## src/rtl/uart_pkg.sv

```systemverilog
// Shared definitions for the parameterised UART transmitter:
// FSM state encoding, parity mode constants and a parity helper.
package uart_pkg;

    typedef enum logic [2:0] {
        ST_IDLE   = 3'd0,
        ST_START  = 3'd1,
        ST_DATA   = 3'd2,
        ST_PARITY = 3'd3,
        ST_STOP   = 3'd4
    } tx_state_e;

    localparam int PARITY_NONE = 0;
    localparam int PARITY_EVEN = 1;
    localparam int PARITY_ODD  = 2;

    // Wide enough to index 9 data bits (0..8) or 2 stop bits (0..1).
    localparam int BIT_IDX_W = 4;

    // Parity over the low nbits of word: even = XOR of the data bits,
    // odd = its inverse. Unused upper bits are ignored.
    function automatic logic parity_of(input logic [8:0] word,
                                       input int         nbits,
                                       input int         mode);
        logic p;
        p = 1'b0;
        for (int i = 0; i < 9; i++) begin
            if (i < nbits) p = p ^ word[i];
        end
        return (mode == PARITY_ODD) ? ~p : p;
    endfunction

endpackage

```

## src/rtl/uart_fifo.sv

```systemverilog
// Small synchronous FIFO for the transmit path. Registered pointers and
// occupancy count; the head word is presented combinationally on dout.
// Push into a full FIFO and pop from an empty FIFO are ignored.
module uart_fifo #(
    parameter  int WIDTH = 8,
    parameter  int DEPTH = 4,
    localparam int AW    = $clog2(DEPTH),
    localparam int CNT_W = $clog2(DEPTH) + 1
) (
    input  logic             clk,
    input  logic             rst,
    input  logic             push,
    input  logic [WIDTH-1:0] din,
    input  logic             pop,
    output logic [WIDTH-1:0] dout,
    output logic             full,
    output logic             empty,
    output logic [CNT_W-1:0] count
);

    logic [WIDTH-1:0] mem [DEPTH];
    logic [AW-1:0]    wr_ptr;
    logic [AW-1:0]    rd_ptr;
    logic             do_push;
    logic             do_pop;

    assign full    = (count == CNT_W'(DEPTH));
    assign empty   = (count == '0);
    assign do_push = push && !full;
    assign do_pop  = pop && !empty;
    assign dout    = mem[rd_ptr];

    // Storage array; contents need no reset since count gates every read.
    always_ff @(posedge clk) begin
        if (do_push) mem[wr_ptr] <= din;
    end

    // Pointers wrap naturally because DEPTH is a power of two.
    always_ff @(posedge clk or negedge rst) begin
        if (!rst) begin
            wr_ptr <= '0;
            rd_ptr <= '0;
            count  <= '0;
        end else begin
            if (do_push) wr_ptr <= wr_ptr + 1'b1;
            if (do_pop)  rd_ptr <= rd_ptr + 1'b1;
            case ({do_push, do_pop})
                2'b10:   count <= count + 1'b1;
                2'b01:   count <= count - 1'b1;
                default: count <= count;
            endcase
        end
    end

endmodule

```

## src/rtl/uart_tx_param.sv

```systemverilog
// Parameterised UART transmitter: a transmit FIFO feeding a framing FSM.
// Frame = start bit, DATA_BITS data bits LSB first, optional parity bit,
// STOP_BITS stop bits; every bit lasts exactly CLK_DIV clocks.
module uart_tx_param
    import uart_pkg::*;
#(
    parameter int CLK_DIV     = 10417,
    parameter int DATA_BITS   = 8,
    parameter int PARITY_MODE = 0,
    parameter int STOP_BITS   = 1,
    parameter int FIFO_DEPTH  = 4
) (
    input  logic                 clk,
    input  logic                 rst,
    input  logic [DATA_BITS-1:0] tx_data,
    input  logic                 tx_valid,
    output logic                 tx_ready,
    output logic                 txd,
    output logic                 busy,
    output logic                 done
);

    localparam int DIV_W = $clog2(CLK_DIV);
    localparam int CNT_W = $clog2(FIFO_DEPTH) + 1;

    localparam logic [DIV_W-1:0]     DIV_LAST  = DIV_W'(CLK_DIV - 1);
    localparam logic [BIT_IDX_W-1:0] DATA_LAST = BIT_IDX_W'(DATA_BITS - 1);
    localparam logic [BIT_IDX_W-1:0] STOP_LAST = BIT_IDX_W'(STOP_BITS - 1);

    // Elaboration-time guards on the legal parameter space.
    if (CLK_DIV < 2 || CLK_DIV > 65535) begin : g_bad_clk_div
        $error("uart_tx_param: CLK_DIV must be in 2..65535");
    end
    if (DATA_BITS < 5 || DATA_BITS > 9) begin : g_bad_data_bits
        $error("uart_tx_param: DATA_BITS must be in 5..9");
    end
    if (PARITY_MODE < PARITY_NONE || PARITY_MODE > PARITY_ODD) begin : g_bad_parity
        $error("uart_tx_param: PARITY_MODE must be 0, 1 or 2");
    end
    if (STOP_BITS != 1 && STOP_BITS != 2) begin : g_bad_stop_bits
        $error("uart_tx_param: STOP_BITS must be 1 or 2");
    end
    if (FIFO_DEPTH < 2 || (FIFO_DEPTH & (FIFO_DEPTH - 1)) != 0) begin : g_bad_depth
        $error("uart_tx_param: FIFO_DEPTH must be a power of two >= 2");
    end

    tx_state_e               state;
    logic [DIV_W-1:0]        div_cnt;
    logic [BIT_IDX_W-1:0]    bit_idx;
    logic [DATA_BITS-1:0]    shreg;
    logic                    par_bit;
    logic                    txd_r;

    logic                    bit_end;
    logic                    frame_end;
    logic                    fifo_pop;
    logic                    fifo_full;
    logic                    fifo_empty;
    logic [DATA_BITS-1:0]    fifo_dout;
    logic [CNT_W-1:0]        fifo_count;

    uart_fifo #(
        .WIDTH (DATA_BITS),
        .DEPTH (FIFO_DEPTH)
    ) u_fifo (
        .clk   (clk),
        .rst   (rst),
        .push  (tx_valid),
        .din   (tx_data),
        .pop   (fifo_pop),
        .dout  (fifo_dout),
        .full  (fifo_full),
        .empty (fifo_empty),
        .count (fifo_count)
    );

    // The divider only runs inside a frame and restarts at every bit, so the
    // first bit edge is locked to the pop edge rather than a free-running tick.
    assign bit_end   = (div_cnt == DIV_LAST);
    assign frame_end = (state == ST_STOP) && bit_end && (bit_idx == STOP_LAST);

    // A frame is launched from IDLE, or straight out of the last stop bit so
    // that queued words follow with no idle gap.
    assign fifo_pop  = !fifo_empty && ((state == ST_IDLE) || frame_end);

    // No credit for a same-cycle pop: ready is purely "not full".
    assign tx_ready  = !fifo_full;
    assign txd       = txd_r;
    assign busy      = (state != ST_IDLE) || (fifo_count != '0);
    assign done      = frame_end;

    // Framing FSM: sequences start/data/parity/stop and drives the line register.
    always_ff @(posedge clk or negedge rst) begin
        if (!rst) begin
            state   <= ST_IDLE;
            div_cnt <= '0;
            bit_idx <= '0;
            shreg   <= '0;
            par_bit <= 1'b0;
            txd_r   <= 1'b1;
        end else begin
            if (fifo_pop) begin
                shreg   <= fifo_dout;
                par_bit <= parity_of(9'(fifo_dout), DATA_BITS, PARITY_MODE);
            end

            case (state)
                ST_IDLE: begin
                    div_cnt <= '0;
                    bit_idx <= '0;
                    if (!fifo_empty) begin
                        state <= ST_START;
                        txd_r <= 1'b0;
                    end else begin
                        txd_r <= 1'b1;
                    end
                end

                ST_START: begin
                    if (bit_end) begin
                        div_cnt <= '0;
                        bit_idx <= '0;
                        state   <= ST_DATA;
                        txd_r   <= shreg[0];
                    end else begin
                        div_cnt <= div_cnt + 1'b1;
                    end
                end

                ST_DATA: begin
                    if (bit_end) begin
                        div_cnt <= '0;
                        if (bit_idx == DATA_LAST) begin
                            bit_idx <= '0;
                            if (PARITY_MODE != PARITY_NONE) begin
                                state <= ST_PARITY;
                                txd_r <= par_bit;
                            end else begin
                                state <= ST_STOP;
                                txd_r <= 1'b1;
                            end
                        end else begin
                            bit_idx <= bit_idx + 1'b1;
                            shreg   <= shreg >> 1;
                            txd_r   <= shreg[1];
                        end
                    end else begin
                        div_cnt <= div_cnt + 1'b1;
                    end
                end

                ST_PARITY: begin
                    if (bit_end) begin
                        div_cnt <= '0;
                        bit_idx <= '0;
                        state   <= ST_STOP;
                        txd_r   <= 1'b1;
                    end else begin
                        div_cnt <= div_cnt + 1'b1;
                    end
                end

                ST_STOP: begin
                    if (bit_end) begin
                        div_cnt <= '0;
                        if (bit_idx == STOP_LAST) begin
                            bit_idx <= '0;
                            if (!fifo_empty) begin
                                state <= ST_START;
                                txd_r <= 1'b0;
                            end else begin
                                state <= ST_IDLE;
                                txd_r <= 1'b1;
                            end
                        end else begin
                            bit_idx <= bit_idx + 1'b1;
                        end
                    end else begin
                        div_cnt <= div_cnt + 1'b1;
                    end
                end

                default: begin
                    state   <= ST_IDLE;
                    div_cnt <= '0;
                    bit_idx <= '0;
                    txd_r   <= 1'b1;
                end
            endcase
        end
    end

endmodule

```

## config.mk

```make
export PLATFORM = sky130hd
export DESIGN_NAME = uart_tx_param
export DESIGN_NICKNAME = d
export VERILOG_FILES = /design/src/rtl/uart_pkg.sv /design/src/rtl/uart_fifo.sv /design/src/rtl/uart_tx_param.sv
export SDC_FILE = /design/constraint.sdc
export NUM_CORES = 1
export LEC_CHECK = 0
export CORE_UTILIZATION = 42
export CTS_BUF_LIST = sky130_fd_sc_hd__clkbuf_8
export DETAILED_ROUTE_END_ITERATION = 10
export GPL_TIMING_DRIVEN = 1
export HOLD_SLACK_MARGIN = 0.02
export PLACE_DENSITY = 0.68
export REMOVE_ABC_BUFFERS = 1
export SLEW_MARGIN = 20
export SYNTH_ARGS = -nofsm -noshare
export SYNTH_HDL_FRONTEND = slang
export SYNTH_SLANG_ARGS = --single-unit
export TNS_END_PERCENT = 50
```

## constraint.sdc

```tcl
create_clock -name clk -period 4.4 [get_ports clk]
set_input_delay 0.88 -clock clk [delete_from_list [all_inputs] [get_ports clk]]
set_output_delay 0.88 -clock clk [all_outputs]
set_load 0.01 [all_outputs]
```

==> flow_summary_export.csv <==
group,metric,value,unit
status,status,"finished, final reports clean",
setup_path,cp_slowest_stage_delay,0.57,ns
clock_network,htree_num_levels,3,
setup_path,crit_required,3.52,ns
clock_network,post-cts-setup-buffer-count,0,
setup_path,path_max_fanout,7,
setup_path,setup.worst_path.start_class,"flop",
sta,layout_setup_ws,0.848,ns
global_route,grt_pass1_vias,1813,
drt,dr_total_vias,1856,
sta,slew-limit-headroom,0.470,
global_route,grt_max_degree,38,
sta,final-hold-violation-count,0,
placed_design,dpl_worst_slack,1.21,ns
setup_path,critical_path.top_delay_family,"simple AND/OR/NAND/NOR gates",
floorplanning,coreArea,7290,µm²
sta,fin_crit,3.55,ns
drt,wire_per_inst,14.0,µm
cells_and_area,area_growth,13.6,%
placed_design,gp_congestion,0.785,
synth,netlist_area,3180,µm²
hold_path,whs_path_depth,1,
clock_network,clkTransAtPathRegs,0.07,ns
hold_path,hold_path_class,"reg -> reg",
global_route,antenna_found_initial,0,
synth,synth_top_area_frac,0.302,
sta,clock_skew,0.0115,ns
floorplanning,die_w,89.0,µm
setup_path,crit_arrival,2.67,ns
clock_network,cts_hold_buf,0,
power_and_ir_drop,power,2.18,mW
sta,rsz0062_at_grt,"no",
job,drv_cap,0,
cells_and_area,nets,285,
drt,dr.pass1.iters,4,
global_route,grt_first_pass_wirelength,8.56,mm
floorplanning,fp.dieH,89.0,µm
power_and_ir_drop,max-vdd-ir-drop,0.000258,V
floorplanning,io_pins,15,
floorplanning,start_util,0.436,
clock_network,insertion_delay,0.35,ns
placed_design,dp_cells,352,
synth,syn_area_per_cell,12.8,µm²
sta,max_freq,281,MHz
setup_path,crit_buf_inv,2,
setup_path,path_depth,6,
cells_and_area,diodes,0,
sta,tns,0,ns
drt,wirelength,5.16,mm
cells_and_area,drive_gt1_frac,0.145,
global_route,grt.overflow.total,0,
synth,synth.area.top_cells,"edfxtp_1, dfrtp_1, mux4_2",
synth,synth_cell_types,48,
sta,worstMarginPinSlew,0.795,ns
placed_design,portBuffers,14,
clock_network,cts_made_buffers,9,
sta,setup_violations,0,
clock_network,cts.root.buffer_cell,"clkbuf_8",
setup_path,crit_path_top_delay_cell,"clkdlybuf4s50_1",
synth,async_reset_ff_frac,0.536,
sta,worst_hold_slack,0.510,ns
floorplanning,rows,31,
clock_network,cts_tree,"done",
setup_path,path_cells,"inv_1 -> ha_1 -> or4b_1 -> or4_4 -> nor3_1 -> clkdlybuf4s50_1",
floorplanning,die_area,7920,µm²
clock_network,cts_buffer_depth,2,
synth,ys_warn_count,0,
drt,drc,0,
sta,slew_viol_final,0,
synth,yosysTopAreaCell,"edfxtp_1",
global_route,grt_usage,0.150,
cells_and_area,final_common_cell,"dfrtp_1",
synth,synth_top_flop_cell,"dfrtp_1",
setup_path,endpoint_kind,"primary output",
clock_network,cts_resized,0,
setup_path,critPathKind,"reg -> out",
cells_and_area,mostFrequentLayoutCells,"dfrtp_1, edfxtp_1, nor2_1, inv_1, nand2_1",
clock_network,cts_sinks,69,
cells_and_area,final_cells,368,
drt,drt_iter0_drc,54,
synth,ys_ff_latch,69,
sta,post-route-period-util,0.807,
power_and_ir_drop,powerDensity,602,nW/µm²
synth,synthCells,248,
drt,avgViaCountPerCell,5.04,
cells_and_area,n_fill_cell,663,
setup_path,rr_worst_depth,10,
synth,ys_seq_area_frac,0.594,
placed_design,dp_hpwl,3.47,mm
drt,ant_nets,0,
synth,synth-edff-count,32,
power_and_ir_drop,total_leakage_power,1.45,nW
==> synth_stat cells, types with 3 or more instances <==
cell type / n
mux4_2: 8
dfrtp_1: 36
xor2_1: 12
xnor2_1: 8
a21oi_1: 4
o21ai_0: 6
nand2_1: 14
a21oi_2: 7
ha_1: 9
mux2i_1: 8
inv_1: 14
clkbuf_1: 3
buf_6: 3
nor3_1: 4
and3_1: 6
edfxtp_1: 32
nand3_1: 11
nor2_1: 24
nand4_1: 3
==> metal layers <==
metal | global-route usage | up-vias | share of wire
li1 | - | 914 | -
met3 | 0.0572 | 7 | 0.041
met4 | 0.0534 | 0 | 0.0095
met2 | 0.253 | 37 | 0.48
met5 | 0 | - | 0
met1 | 0.176 | 898 | 0.47
==> path summary, 6_finish.rpt <==
| kind | start | endpoint | slack, ns |
|---|---|---|---|
| worst max-delay path | div_cnt[0] | done | 0.85 |
| worst min-delay path | div_cnt[0] | div_cnt[0] | 0.51 |
| worst max register to register | div_cnt[3] | u_fifo.count[2] | 1.46 |
| worst min register to register | div_cnt[0] | div_cnt[0] | 0.51 |
| max in group asynchronous | rst | shreg[5] | 3.27 |
| min in group asynchronous | rst | bit_idx[2] | 0.62 |
==> per-stage QoR <==
stage | util | cell area (µm²)
6_report | 0.495 | 3610
3_5_place_dp | 0.464 | 3380
3_3_place_gp | 0.464 | 3380
2_1_floorplan | - | 3120
4_1_cts | 0.495 | 3610
5_1_grt | 0.495 | 3610
==> report_power, final <==
part	switching, mW	total (mW)	internal (mW)
Clock	0.253	0.580	0.327
Sequential	0.123	0.967	0.844
Combinational	0.315	0.628	0.313
Total	0.692	2.18	1.48
==> flip-flops by register name (all words and copies together), names as in the netlist <==
name / cells
u_fifo.mem: 32
div_cnt: 14
shreg: 8
bit_idx: 4
state: 3
u_fifo.count: 3
u_fifo.rd_ptr: 2
u_fifo.wr_ptr: 2
txd: 1
==> layout make-up <==
cell class	count	area [µm²]	area share
well taps	99	124	0.0343
repair buffers	15	143	0.0395
multi-input cells	154	1170	0.325
clock buffers	9	124	0.0343
clock inverters	7	104	0.0287
flip-flops and latches	69	1890	0.523
inverters	15	56.3	0.0156
==> cell families after synthesis <==
| logic type | synth area share |
|---|---|
| compound gates | 0.0606 |
| xor+xnor | 0.0551 |
| fa+ha+maj | 0.0417 |
| buf+inv | 0.0374 |
| flops | 0.594 |
| mux | 0.0818 |
| simple gates | 0.130 |
Note: power is estimated with default switching activity, not from simulation.
